==> src/rtl/uart_tx_serializer.sv <==
// Asynchronous serial transmitter: accepts one word per ready/valid handshake and
// shifts it out as start bit, DATA_BITS data bits (LSB first) and STOP_BITS stop bits.
module uart_tx_serializer #(
  parameter int DATA_BITS = 8,
  parameter int STOP_BITS = 1,
  parameter int DIV_WIDTH = 16
) (
  input  logic                 clock,
  input  logic                 reset,
  input  logic                 io_in_valid,
  output logic                 io_in_ready,
  input  logic [DATA_BITS-1:0] io_in_bits,
  input  logic [DIV_WIDTH-1:0] io_div,
  output logic                 io_txd,
  output logic                 io_busy
);

  localparam int CNT_W = $clog2(DATA_BITS) + 1;
  localparam logic [CNT_W-1:0] LAST_DATA = CNT_W'(DATA_BITS - 1);
  localparam logic [CNT_W-1:0] LAST_STOP = CNT_W'(STOP_BITS - 1);

  typedef enum logic [1:0] {
    IDLE,
    START,
    DATA,
    STOP
  } state_t;

  state_t               state;
  logic [DATA_BITS-1:0] shift_q;
  logic [DIV_WIDTH-1:0] div_q;
  logic [DIV_WIDTH-1:0] div_cnt;
  logic [CNT_W-1:0]     bit_cnt;
  logic                 txd_q;
  logic                 busy_q;

  logic bit_end;
  logic accept;
  logic shift_en;

  // The counter counts div_q..0, so a bit lasts div_q+1 cycles and never wraps.
  assign bit_end     = (div_cnt == '0);
  assign io_in_ready = (state == IDLE) && !reset;
  assign accept      = io_in_ready && io_in_valid;
  assign shift_en    = (state == DATA) && bit_end && !reset;

  assign io_txd  = txd_q;
  assign io_busy = busy_q;

  // NOTE: the frame word and captured divisor carry no reset; they are only
  // consumed after an accept has loaded them, so resetting them buys nothing.
  always_ff @(posedge clock) begin
    if (accept) begin
      shift_q <= io_in_bits;
      div_q   <= io_div;
    end else if (shift_en) begin
      shift_q <= shift_q >> 1;
    end
  end

  // NOTE: every state register here uses <= so all of them see the same
  // pre-edge values; a blocking assignment would leak updates into later reads.
  always_ff @(posedge clock) begin
    if (reset) begin
      state   <= IDLE;
      txd_q   <= 1'b1;
      busy_q  <= 1'b0;
      bit_cnt <= '0;
      div_cnt <= '0;
    end else begin
      case (state)
        IDLE: begin
          if (io_in_valid) begin
            state   <= START;
            div_cnt <= io_div;
            bit_cnt <= '0;
            txd_q   <= 1'b0;
            busy_q  <= 1'b1;
          end
        end

        START: begin
          if (bit_end) begin
            state   <= DATA;
            div_cnt <= div_q;
            bit_cnt <= '0;
            txd_q   <= shift_q[0];
          end else begin
            div_cnt <= div_cnt - DIV_WIDTH'(1);
          end
        end

        DATA: begin
          if (bit_end) begin
            div_cnt <= div_q;
            if (bit_cnt == LAST_DATA) begin
              state   <= STOP;
              bit_cnt <= '0;
              txd_q   <= 1'b1;
            end else begin
              bit_cnt <= bit_cnt + CNT_W'(1);
              // Next bit comes from the word as it will be after this shift.
              txd_q   <= shift_q[1];
            end
          end else begin
            div_cnt <= div_cnt - DIV_WIDTH'(1);
          end
        end

        STOP: begin
          if (bit_end) begin
            if (bit_cnt == LAST_STOP) begin
              state   <= IDLE;
              bit_cnt <= '0;
              busy_q  <= 1'b0;
            end else begin
              bit_cnt <= bit_cnt + CNT_W'(1);
              div_cnt <= div_q;
            end
            txd_q <= 1'b1;
          end else begin
            div_cnt <= div_cnt - DIV_WIDTH'(1);
          end
        end

        default: begin
          state  <= IDLE;
          txd_q  <= 1'b1;
          busy_q <= 1'b0;
        end
      endcase
    end
  end

endmodule

==> config.mk <==
export PLATFORM = sky130hd
export DESIGN_NAME = uart_tx_serializer
export DESIGN_NICKNAME = d
export VERILOG_FILES = /design/src/rtl/uart_tx_serializer.sv
export SDC_FILE = /design/constraint.sdc
export NUM_CORES = 1
export LEC_CHECK = 0
export CAP_MARGIN = 30
export CORE_ASPECT_RATIO = 1.25
export CORE_MARGIN = 8
export CORE_UTILIZATION = 50
export CTS_CLUSTER_DIAMETER = 80
export DETAILED_ROUTE_END_ITERATION = 7
export GPL_TIMING_DRIVEN = 1
export PLACE_DENSITY_LB_ADDON = 0.1
export RECOVER_POWER = 100
export SETUP_SLACK_MARGIN = 0.15
export SYNTH_ARGS = -nofsm -noshare
export SYNTH_HDL_FRONTEND = slang
export SYNTH_SLANG_ARGS = --single-unit
export TNS_END_PERCENT = 20
==> constraint.sdc <==
create_clock -name clock -period 1.8 [get_ports clock]
set_input_delay 0.36 -clock clock [delete_from_list [all_inputs] [get_ports clock]]
set_output_delay 0.36 -clock clock [all_outputs]
set_load 0.02 [all_outputs]
==> out/qor.csv <==
stage;metric;value;unit
floorplanning;num_rows;29;
critical_path;path_class;flip-flop to flip-flop;
layout;drive_gt1_frac;0.374;
flow_run;drv_cap;0;
pwr;pwr-share-comb;0.605;
critical_path;rr_worst_depth;8;
synth;async_flop_share;0;
timing;slew_headroom;0.714;
detailed_routing;vias;2357;
synth;yosysTopAreaCellShare;0.276;
outcome;failed_checks;setup timing;
critical_path;cp.required;2.04;ns
layout;fillers;406;
timing;tightestPinTransition;0.427;ns
floorplanning;dieWidth;80.7;um
synth;ys_seq_area_frac;0.459;
floorplanning;chipHeight;96.9;um
global_routing;grt_pass1_vias;2493;
pwr;p_sw;2.49;mW
clock_network;cts_buffers;5;
floorplanning;core;5080;um2
clock_network;cts-root-buf;clkbuf_8;
global_routing;grt_util_all_layers;0.183;
worst_hold_path;hold_start;io_txd;
critical_path;cpPeakStageDelay;0.46;ns
clock_network;cts_tree;done;
placement;io_buffers;29;
global_routing;grt_max_degree;27;
pwr;p_per_area;1650;nW/um2
pwr;power_frac_seq;0.284;
timing;finalSetupViolations;30;
critical_path;rr_startpoint;div_cnt[1];
detailed_routing;wire_per_inst;17.4;um
critical_path;crit_family;simple AND/OR/NAND/NOR gates;
floorplanning;die_area;7810;um2
global_routing;grt_pass1_wl;11.4;mm
timing;hold_viol;0;
timing;timing.setup.tns;-1.31;ns
clock_network;worstSkewPairLatency;0.30;ns
critical_path;startpoint_type;flip-flop;
detailed_routing;first_iter_violations;151;
synth;yosys_warnings;0;
floorplanning;num_io_pins;30;
placement;placed_cells;385;
timing;max_freq;517;MHz
worst_hold_path;holdPathEnd;io_txd;
synth;syn_area;2620;um2
critical_path;cp.arrival;2.17;ns
global_routing;grt.overflow.total;0;
synth;ys_seq_elements;48;
synth;syn_inst;256;
critical_path;cp_slowest_cell;or4b_1;
pwr;leakage;1.36;nW
timing;rsz0062_at_grt;yes;
placement;post-place-ws;-0.180;ns
floorplanning;initial_core_util;0.515;
placement;dp_hpwl;4.65;mm
placement;placed_cell_area;3370;um2
timing;fin_ws;-0.135;ns
synth;synth_edf_count;24;
timing;clock_skew;0.00905;ns
layout;stdcell_count;402;
synth;yosys.area.top_type;edfxtp_1;
detailed_routing;drt-total-wl;7.00;mm
clock_network;clk_path_buf_depth;2;
synth;synthFlopType;edfxtp_1;
worst_hold_path;whs_path_depth;1;
critical_path;crit_fanout;5;
synth;synth_fp_nets;291;
pwr;pwr-share-clk;0.111;
pwr;p_int;3.55;mW
synth;ys_types;49;
timing;layout_min_cycle_time;1.94;ns
layout;final_area;3670;um2
pwr;switching_share;0.413;
placement;gp_congestion;0.806;
detailed_routing;drc;0;
layout;area_growth;40.3;%
global_routing;antenna_found_initial;0;
critical_path;crit_chain;inv_2 > ha_4 > nor4b_4 > buf_4 > and4_4 > o21ai_4 > or4b_1 > a21oi_1;
clock_network;clock-sinks;48;
layout;nets;374;
timing;drv_slew;0;
outcome;status;complete, but fails checks;
clock_network;postCtsHoldBufs;0;
pwr;power;6.04;mW
timing;min_period_over_period;1.08;
synth;yosys-top-cells-area;edfxtp_1 28%, dfxtp_1 18%, a21oi_1 4.2%, ha_1 3.8%, nor2_1 3.4%;
critical_path;crit_buf_inv;2;
clock_network;h-tree-depth;2;
critical_path;crit_path_end_kind;flip-flop;
detailed_routing;firstDrtPassIters;4;
layout;antenna_cells;0;
critical_path;r2r_slack;-0.14;ns
detailed_routing;avgViaCountPerCell;5.86;
detailed_routing;ant_nets;0;
worst_hold_path;hp-class;flip-flop to flip-flop;
critical_path;reg2reg_to;bit_cnt[2];
synth;postSynthAreaPerCell;10.2;um2
clock_network;clkTransAtPathRegs;0.08;ns
pwr;ir_drop;1.39;mV
==> metal layers <==
metal | up-vias | track usage | wire, um
li1 | 1135 | - | -
met3 | 15 | 0.0370 | 269
met5 | - | 0 | 0
met2 | 57 | 0.324 | 3790
met4 | 0 | 0.0938 | 186
met1 | 1150 | 0.193 | 2750
==> Yosys cell counts (all sizes together), types with 2 or more instances <==
library cell and instances:
or3b 3, inv 9, a21oi 22, a311oi 4
or3 5, nor2 24, nor3 4, a211o 4
edfxtp 24, o21a 3, dfxtp 24, o31ai 5
nand2b 2, xor2 3, nand3b 2, mux2 7
xnor2 5, nand3 9, nand4 4, nand2 13
a21o 4, nor4 6, buf 5, or4 2
ha 8, clkbuf 11, a211oi 13, o21ai 10
o211ai 7, o221ai 2
==> worst max-delay path by stage <==
stage / from / to / slack, ns / depth (start not counted)
after global routing: div_cnt[1] / bit_cnt[2] / -0.24 / 8
after CTS: div_cnt[1] / div_cnt[10] / -0.07 / 10
after detailed placement: reset / io_in_ready / -0.18 / 3
after global placement: reset / io_in_ready / -0.18 / 3
after floorplan: div_cnt[0] / bit_cnt[2] / -0.003 / 8
final: div_cnt[1] / bit_cnt[2] / -0.14 / 8
==> logic make-up (layout without fill, tap and decap cells) <==
family          count (synthesis)  in the layout  synth area share
mux                             8              8            0.0340
compound gates                 79             79             0.211
xor+xnor                        8              8            0.0268
buf+inv                        25            109            0.0407
flops                          48             48             0.459
fa+ha+maj                       8              8            0.0383
simple gates                   80             80             0.189
==> registers in the layout, summed over array words and instances (netlist names) <==
| name | flops |
|---|---|
| shift_q | 8 |
| bit_cnt | 4 |
| div_cnt | 16 |
| io_busy | 1 |
| div_q | 16 |
| io_txd | 1 |
| state | 2 |
==> final cells by class <==
| class | instances | area (um2) | area share |
|---|---|---|---|
| Multi-Input combinational cell | 183 | 1470 | 0.400 |
| Timing Repair Buffer | 92 | 793 | 0.216 |
| Inverter | 9 | 35.0 | 0.00955 |
| Sequential cell | 48 | 1210 | 0.329 |
| Clock buffer | 8 | 90.1 | 0.0245 |
| Tap cell | 62 | 77.6 | 0.0211 |
==> worst reg2reg max path, cell delays in order, from the launching register on <==
cell	delay [ns]
dfxtp_2	0.34
inv_2	0.09
ha_4	0.13
nor4b_4	0.20
buf_4	0.16
and4_4	0.29
o21ai_4	0.07
or4b_1	0.46
a21oi_1	0.13
==> per-stage QoR <==
stage / hold slack, ns / utilization
CTS: 0.481 / 0.716
finish: 0.471 / 0.722
detailed placement: 0.457 / 0.663
global route: 0.509 / 0.722
global placement: 0.450 / 0.663
floorplan: 0.459 / -
==> placed cells by master (no fill, tap or decap), drive strengths merged, types with 3 or more instances in the layout <==
| cell type | instances |
|---|---|
| o31ai | 5 |
| or3b | 3 |
| dfxtp | 24 |
| dlygate4sd3 | 17 |
| xor2 | 3 |
| nand4 | 4 |
| buf | 62 |
| a21o | 4 |
| nor2 | 24 |
| nor4 | 6 |
| a211oi | 13 |
| a211o | 4 |
| inv | 8 |
| nand2 | 13 |
| nand3 | 9 |
| clkbuf | 11 |
| o211ai | 7 |
| or3 | 5 |
| edfxtp | 24 |
| ha | 8 |
| nor3 | 4 |
| mux2 | 7 |
| xnor2 | 5 |
| clkdlybuf4s50 | 10 |
| o21a | 3 |
| a311oi | 4 |
| o21ai | 10 |
| a21oi | 22 |
==> timing repair <==
item | 4_1_cts | 5_1_grt
pin swaps | 25 | 10
cloned | 1 | 0
endpoints found under the setup margin | 32 | 57
setup buffers | 6 | 2
gates resized for setup | 41 | 14
==> power by group through the flow <==
| stage | clock network [mW] | logic [mW] | registers [mW] |
|---|---|---|---|
| floorplan | 0 | 1.92 | 1.76 |
| global placement | 0 | 3.16 | 1.72 |
| detailed placement | 0 | 3.22 | 1.73 |
| CTS | 0.693 | 3.51 | 1.71 |
| global route | 0.723 | 3.93 | 1.75 |
| finish | 0.672 | 3.65 | 1.72 |
Power figures use the tool's default switching activity.
